`src/rtl/alu_pkg.sv`:
```
// Shared opcodes, FSM encoding and flag bit positions for the sequential ALU.
package alu_pkg;

    localparam logic [3:0] ALU_ADD  = 4'b0000;
    localparam logic [3:0] ALU_SUB  = 4'b0001;
    localparam logic [3:0] ALU_SLL  = 4'b0010;
    localparam logic [3:0] ALU_AND  = 4'b0011;
    localparam logic [3:0] ALU_OR   = 4'b0100;
    localparam logic [3:0] ALU_XOR  = 4'b0101;
    localparam logic [3:0] ALU_SRL  = 4'b0110;
    localparam logic [3:0] ALU_SRA  = 4'b0111;
    localparam logic [3:0] ALU_MUL  = 4'b1000;
    localparam logic [3:0] ALU_DIVU = 4'b1001;

    typedef enum logic [1:0] {
        StIdle = 2'd0,
        StBusy = 2'd1,
        StDone = 2'd2
    } alu_state_e;

    localparam int unsigned FLAG_ZERO  = 0;
    localparam int unsigned FLAG_CARRY = 1;
    localparam int unsigned FLAG_OVF   = 2;
    localparam int unsigned FLAG_NEG   = 3;
    localparam int unsigned FLAG_DZ    = 4;
    localparam int unsigned NUM_FLAGS  = 5;

    // MUL and DIVU go through the iterative engine; everything else is one cycle.
    function automatic logic is_iterative(input logic [3:0] op);
        return (op == ALU_MUL) || (op == ALU_DIVU);
    endfunction

endpackage

```
`src/rtl/alu_muldiv_iter.sv`:
```
// Iterative unsigned multiply (shift-add) and restoring divide, one step per cycle.
module alu_muldiv_iter
    import alu_pkg::*;
#(
    parameter int unsigned WIDTH = 16
) (
    input  logic             clk,
    input  logic             rst_n,
    input  logic             start,
    input  logic             op_div,
    input  logic [WIDTH-1:0] a,
    input  logic [WIDTH-1:0] b,
    output logic             last,
    output logic [WIDTH-1:0] lo_nxt,
    output logic [WIDTH-1:0] hi_nxt
);

    localparam int unsigned CW = $clog2(WIDTH) + 1;

    // hi holds the partial product high half / running remainder,
    // lo holds the multiplier being shifted out / quotient being shifted in.
    logic [WIDTH-1:0] hi_q, lo_q, opnd_q;
    logic [CW-1:0]    cnt_q;
    logic             div_q;
    logic [WIDTH:0]   add_sum;
    logic [WIDTH:0]   shifted;

    // The step in flight this cycle is the final one; its results are lo_nxt/hi_nxt.
    assign last = (cnt_q == CW'(1));

    // One iteration of whichever algorithm is running.
    always_comb begin
        add_sum = {1'b0, hi_q} + {1'b0, (lo_q[0] ? opnd_q : '0)};
        shifted = {hi_q, lo_q[WIDTH-1]};
        lo_nxt  = lo_q;
        hi_nxt  = hi_q;
        if (div_q) begin
            // A zero divisor never borrows, giving all-ones quotient and remainder = A.
            if (shifted >= {1'b0, opnd_q}) begin
                hi_nxt = WIDTH'(shifted - {1'b0, opnd_q});
                lo_nxt = {lo_q[WIDTH-2:0], 1'b1};
            end else begin
                hi_nxt = shifted[WIDTH-1:0];
                lo_nxt = {lo_q[WIDTH-2:0], 1'b0};
            end
        end else begin
            hi_nxt = add_sum[WIDTH:1];
            lo_nxt = {add_sum[0], lo_q[WIDTH-1:1]};
        end
    end

    // Load operands on start, then iterate until the counter runs out.
    always_ff @(posedge clk or negedge rst_n) begin
        if (!rst_n) begin
            hi_q   <= '0;
            lo_q   <= '0;
            opnd_q <= '0;
            cnt_q  <= '0;
            div_q  <= 1'b0;
        end else if (start) begin
            hi_q   <= '0;
            lo_q   <= op_div ? a : b;
            opnd_q <= op_div ? b : a;
            cnt_q  <= CW'(WIDTH);
            div_q  <= op_div;
        end else if (cnt_q != '0) begin
            hi_q  <= hi_nxt;
            lo_q  <= lo_nxt;
            cnt_q <= cnt_q - CW'(1);
        end
    end

endmodule

```
`src/rtl/alu_seq_unit.sv`:
```
// Handshaked WIDTH-bit ALU: single-cycle logic/arith/shift ops plus iterative MUL/DIVU.
module alu_seq_unit
    import alu_pkg::*;
#(
    parameter int unsigned WIDTH = 16
) (
    input  logic             clk,
    input  logic             rst_n,
    input  logic             in_valid,
    output logic             in_ready,
    input  logic [WIDTH-1:0] ALU_InA,
    input  logic [WIDTH-1:0] ALU_InB,
    input  logic [3:0]       ALU_cont,
    output logic             out_valid,
    input  logic             out_ready,
    output logic [WIDTH-1:0] ALU_output,
    output logic [WIDTH-1:0] ALU_output_hi,
    output logic             ALU_zero,
    output logic             ALU_carry,
    output logic             ALU_ovf,
    output logic             ALU_neg,
    output logic             ALU_dz
);

    localparam int unsigned SHW = $clog2(WIDTH);

    alu_state_e             state_q, state_d;
    logic [WIDTH-1:0]       res_q, hi_q;
    logic [NUM_FLAGS-1:0]   flags_q, flags_c, flags_it;
    logic                   dz_q;
    logic                   accept, start, load_single, load_iter;
    logic [WIDTH-1:0]       res_c;
    logic [WIDTH:0]         sum, diff;
    logic [SHW-1:0]         shamt;
    logic                   it_last;
    logic [WIDTH-1:0]       it_lo, it_hi;

    assign in_ready  = (state_q == StIdle) || ((state_q == StDone) && out_ready);
    assign accept    = in_valid && in_ready;
    assign out_valid = (state_q == StDone);

    alu_muldiv_iter #(
        .WIDTH (WIDTH)
    ) u_muldiv (
        .clk    (clk),
        .rst_n  (rst_n),
        .start  (start),
        .op_div (ALU_cont == ALU_DIVU),
        .a      (ALU_InA),
        .b      (ALU_InB),
        .last   (it_last),
        .lo_nxt (it_lo),
        .hi_nxt (it_hi)
    );

    // Single-cycle datapath and its flags.
    always_comb begin
        sum     = {1'b0, ALU_InA} + {1'b0, ALU_InB};
        diff    = {1'b0, ALU_InA} - {1'b0, ALU_InB};
        shamt   = ALU_InA[SHW-1:0];
        res_c   = '0;
        flags_c = '0;
        case (ALU_cont)
            ALU_ADD: begin
                res_c                = sum[WIDTH-1:0];
                flags_c[FLAG_CARRY]  = sum[WIDTH];
                flags_c[FLAG_OVF]    = (ALU_InA[WIDTH-1] == ALU_InB[WIDTH-1]) &&
                                       (sum[WIDTH-1] != ALU_InA[WIDTH-1]);
            end
            ALU_SUB: begin
                res_c                = diff[WIDTH-1:0];
                flags_c[FLAG_CARRY]  = ~diff[WIDTH];
                flags_c[FLAG_OVF]    = (ALU_InA[WIDTH-1] != ALU_InB[WIDTH-1]) &&
                                       (diff[WIDTH-1] != ALU_InA[WIDTH-1]);
            end
            ALU_SLL: res_c = ALU_InB << shamt;
            ALU_AND: res_c = ALU_InA & ALU_InB;
            ALU_OR:  res_c = ALU_InA | ALU_InB;
            ALU_XOR: res_c = ALU_InA ^ ALU_InB;
            ALU_SRL: res_c = ALU_InB >> shamt;
            ALU_SRA: res_c = $signed(ALU_InB) >>> shamt;
            default: res_c = '0;
        endcase
        flags_c[FLAG_ZERO] = (res_c == '0);
        flags_c[FLAG_NEG]  = res_c[WIDTH-1];
    end

    // Flags for an iterative result, formed from the engine's final step.
    always_comb begin
        flags_it            = '0;
        flags_it[FLAG_ZERO] = (it_lo == '0);
        flags_it[FLAG_NEG]  = it_lo[WIDTH-1];
        flags_it[FLAG_DZ]   = dz_q;
    end

    // FSM next state and load strobes; an accept in DONE reloads directly.
    always_comb begin
        state_d     = state_q;
        start       = 1'b0;
        load_single = 1'b0;
        load_iter   = 1'b0;
        case (state_q)
            StIdle, StDone: begin
                if (accept) begin
                    if (is_iterative(ALU_cont)) begin
                        start   = 1'b1;
                        state_d = StBusy;
                    end else begin
                        load_single = 1'b1;
                        state_d     = StDone;
                    end
                end else if (state_q == StDone && out_ready) begin
                    state_d = StIdle;
                end
            end
            StBusy: begin
                if (it_last) begin
                    load_iter = 1'b1;
                    state_d   = StDone;
                end
            end
            default: state_d = StIdle;
        endcase
    end

    // State, result and flag registers; reset discards any in-flight op.
    always_ff @(posedge clk or negedge rst_n) begin
        if (!rst_n) begin
            state_q <= StIdle;
            res_q   <= '0;
            hi_q    <= '0;
            flags_q <= '0;
            dz_q    <= 1'b0;
        end else begin
            state_q <= state_d;
            if (start) begin
                dz_q <= (ALU_cont == ALU_DIVU) && (ALU_InB == '0);
            end
            if (load_single) begin
                res_q   <= res_c;
                hi_q    <= '0;
                flags_q <= flags_c;
            end else if (load_iter) begin
                res_q   <= it_lo;
                hi_q    <= it_hi;
                flags_q <= flags_it;
            end
        end
    end

    assign ALU_output    = res_q;
    assign ALU_output_hi = hi_q;
    assign ALU_zero      = flags_q[FLAG_ZERO];
    assign ALU_carry     = flags_q[FLAG_CARRY];
    assign ALU_ovf       = flags_q[FLAG_OVF];
    assign ALU_neg       = flags_q[FLAG_NEG];
    assign ALU_dz        = flags_q[FLAG_DZ];

endmodule

```
`config.mk`:
```
export PLATFORM = sky130hd
export DESIGN_NAME = alu_seq_unit
export DESIGN_NICKNAME = d
export VERILOG_FILES = /design/src/rtl/alu_pkg.sv /design/src/rtl/alu_muldiv_iter.sv /design/src/rtl/alu_seq_unit.sv
export SDC_FILE = /design/constraint.sdc
export NUM_CORES = 1
export LEC_CHECK = 0
export BUFFER_PORTS_ARGS = -buffer_cell sky130_fd_sc_hd__buf_2
export CORE_AREA = 8 8 138 140
export DETAILED_ROUTE_END_ITERATION = 8
export DIE_AREA = 0 0 146 148
export GPL_ROUTABILITY_DRIVEN = 1
export PLACE_DENSITY = 0.81
export SYNTH_ARGS = -nofsm -noshare
export SYNTH_HDL_FRONTEND = slang
export SYNTH_SLANG_ARGS = --single-unit
```
`constraint.sdc`:
```
create_clock -name clk -period 3.3 [get_ports clk]
set_input_delay 0.825 -clock clk [delete_from_list [all_inputs] [get_ports clk]]
set_output_delay 0.825 -clock clk [all_outputs]
set_load 0.02 [all_outputs]
```
==> impl_metrics.csv <==
group,metric,value,unit
worst_setup_path,crit_top_cell,"a21oi_1",
clock_network,h-tree-depth,3,
floorplan,io-pin-count,79,
clock_network,cts-buffers-inserted,9,
status,status,"complete, no violations",
synthesis,syn_avg_cell_area,7.828,um^2
floorplan,die_w,146,um
worst_setup_path,crit_path_end_kind,"register",
finish,fin_util,0.7455,
finish,syn2layout_area_growth,22.29,%
power_and_ir_drop,p_per_area,673.3,nW/um^2
global_route,antenna_found_initial,1,
drt,drtAntennaViolNets,0,
global_route,grt.overflow.total,0,
finish,antenna_cells,0,
finish,fin_cells,1734,
timing,finalHoldViolations,0,
finish,layout_commonest_cell,"buf_4",
placed_design,routabilityCongestion,1.048,
timing,period_share,0.9655,
worst_setup_path,slowest_delay,400,ps
worst_hold_path,hp-class,"in -> async",
floorplan,start_util,0.6096,
worst_setup_path,arrival,3480,ps
floorplan,core_area,16940,um^2
timing,rsz0062_at_grt,"yes",
timing,finalClockSkew,13.38,ps
global_route,grt_max_degree,94,
synthesis,synth_fp_nets,1450,
finish,layout.nets,1635,
clock_network,cts_tree,"built",
synthesis,yosysWarnings,0,
clock_network,cts_root_buf,"clkbuf_16",
timing,clock.fmax,313.9,MHz
clock_network,insertion_delay,360,ps
floorplan,rows,48,
clock_network,clock_path_buffers,2,
synthesis,synth_cell_types,76,
timing,slew_viol_final,0,
synthesis,async_reset_ff_frac,1.000,
global_route,grt_pass1_vias,11324,
flow_run,max_cap_violations,0,
drt,first_iter_violations,1171,
clock_network,cts.sinks,93,
clock_network,clkTransAtPathRegs,80,ps
timing,maxSlewHeadroom,0.3934,
synthesis,ys_ff_latch,93,
worst_setup_path,path_cells,"buf_2, ha_1, inv_1, fa_1, nor2b_1, o221ai_1, a21oi_1, a211o_1, a21oi_1, xnor2_1, a2111oi_2, nand4_1, o21ai_1",
timing,period_needed,3186,ps
timing,whs,462.9,ps
drt,routed_wl,40100,um
timing,fin_ws,113.8,ps
worst_setup_path,slowest_stage,"fa_1",
drt,drcViolationCount,0,
synthesis,synth-edff-count,0,
timing,finalSetupTns,0,ps
drt,vias_per_cell,6.629,
worst_setup_path,cpLargestDelayFamily,"compound AO/OA/AOI/OAI gates",
floorplan,die_h,148,um
synthesis,ys_seq_area_frac,0.2254,
finish,layout-drive-gt1-share,0.2346,
worst_setup_path,worstPathRequired,3590,ps
timing,tightest_slew,907.9,ps
power_and_ir_drop,power_leakage,5.951,nW
worst_setup_path,cp-start-kind,"primary input",
finish,layout_common_cells,"buf_4, nand2_1, o21ai_0",
timing,setup_viol,0,
synthesis,synth_flop_cell,"dfrtp_1",
floorplan,die_area,21610,um^2
power_and_ir_drop,ir_drop,0.5022,mV
drt,wl_per_cell,23.13,um
placed_design,io_buffers,78,
drt,drt-pass1-iter-count,5,
global_route,track_usage,0.3640,
placed_design,preCtsSetupSlack,-323.0,ps
global_route,grt_pass1_wl,62150,um
worst_setup_path,critPathBufInv,2,
drt,vias,11495,
placed_design,dp_hpwl,31230,um
worst_setup_path,path_class,"in -> reg",
worst_setup_path,worst-path-max-fanout,3,
synthesis,synth.cell_area,10320,um^2
synthesis,syn_inst,1319,
placed_design,dp.cells,1718,
metal layers:
layer	vias up	global-route usage	part of all wire	wire, um
met5	-	0	0.00032	13
met4	2	0.2524	0.067	2705
met3	172	0.06267	0.091	3652
met2	710	0.5970	0.47	18700
met1	5431	0.4308	0.37	15040
li1	5180	-	-	-
cell type report:
type	instances	area (um^2)
well taps	225	281.5
clock buffers	9	225.2
clock inverters	7	91.34
flip-flops and latches	93	2330
fillers	1292	4310
inverters	81	309.0
repair buffers	282	2016
multi-input cells	1037	7373
logic make-up (layout without fill, tap and decap cells):
family                     count (synthesis)  after routing  synth area share
and+or+nand+nor                          415            415            0.1946
AOI/OAI and AO/OA                        409            409            0.2578
buffers and inverters                    189            379           0.07210
DFF                                       93             93            0.2254
adders and majority gates                 91             91            0.1132
muxes                                     87             87            0.1072
xor gates and xnor gates                  35             35           0.02969
cell usage after synthesis, types with 5 or more instances:
cell type,number,area share
mux4_2,18,0.039
nor2_1,68,0.025
o21ai_1,10,0.0048
a22o_1,6,0.0051
o31ai_1,11,0.0080
dfrtp_1,93,0.23
a22oi_1,7,0.0051
xor2_1,10,0.0085
o21a_1,8,0.0058
o22ai_1,7,0.0042
nand4_1,12,0.0073
a21oi_1,87,0.042
xnor2_1,25,0.021
a31oi_1,9,0.0055
nor3b_1,5,0.0036
buf_1,6,0.0022
a211o_1,12,0.010
a211oi_1,17,0.012
buf_2,12,0.0058
inv_1,78,0.028
nand2b_1,13,0.0079
and3_1,12,0.0073
o211ai_1,36,0.026
a221oi_1,6,0.0051
nor3_1,24,0.012
or3_1,16,0.0097
o221ai_1,17,0.014
nor4_1,12,0.0073
a2111oi_0,5,0.0042
clkbuf_1,85,0.031
a21o_1,12,0.0087
nand2_1,159,0.058
o21ai_0,111,0.054
mux2_2,7,0.0076
nor2b_1,11,0.0067
o21bai_1,8,0.0058
mux2i_1,60,0.058
nand3_1,34,0.016
and2_1,25,0.015
ha_1,87,0.11
power by group:
| part | leakage [nW] | switching (W) | internal [W] |
|---|---|---|---|
| Clock | 0.152 | 0.000529 | 0.000609 |
| Sequential | 1.17 | 0.000415 | 0.00152 |
| Combinational | 4.63 | 0.00314 | 0.00228 |
path summary, 6_finish.rpt:
kind	cells past startpoint	slack (ps)	start	to
worst max-delay path	13	110	ALU_InA[0]	flags_q[0]
worst min-delay path	2	460	rst_n	ALU_output_hi[1]
worst max register to register	12	150	u_muldiv.lo_q[0]	ALU_output_hi[12]
worst min register to register	2	480	ALU_output_hi[9]	ALU_output_hi[9]
max in group asynchronous	2	2360	rst_n	u_muldiv.lo_q[0]
min in group clk	2	480	ALU_output_hi[9]	ALU_output_hi[9]
sequential cells by signal, indices dropped and copies added, names as in the netlist:
register and flops:
ALU_output_hi 16, state_q 2, ALU_output 15, u_muldiv.lo_q 16
dz_q 1, u_muldiv.hi_q 16, u_muldiv.cnt_q 5, flags_q 5
u_muldiv.div_q 1, u_muldiv.opnd_q 16
timing repair:
action	in CTS	in global routing
setup endpoints to repair	0	7
hold buffers	0	0
buffers inserted	0	0
resized for setup	0	11
per-stage QoR:
step	power [W]	cell area (um^2)
after floorplan	0.005547	10470
after global placement	0.006917	12270
after detailed placement	0.007139	12270
after CTS	0.008317	12590
after global routing	0.009040	12630
final	0.008501	12630
No activity file was read; power rests on OpenSTA's default activity.
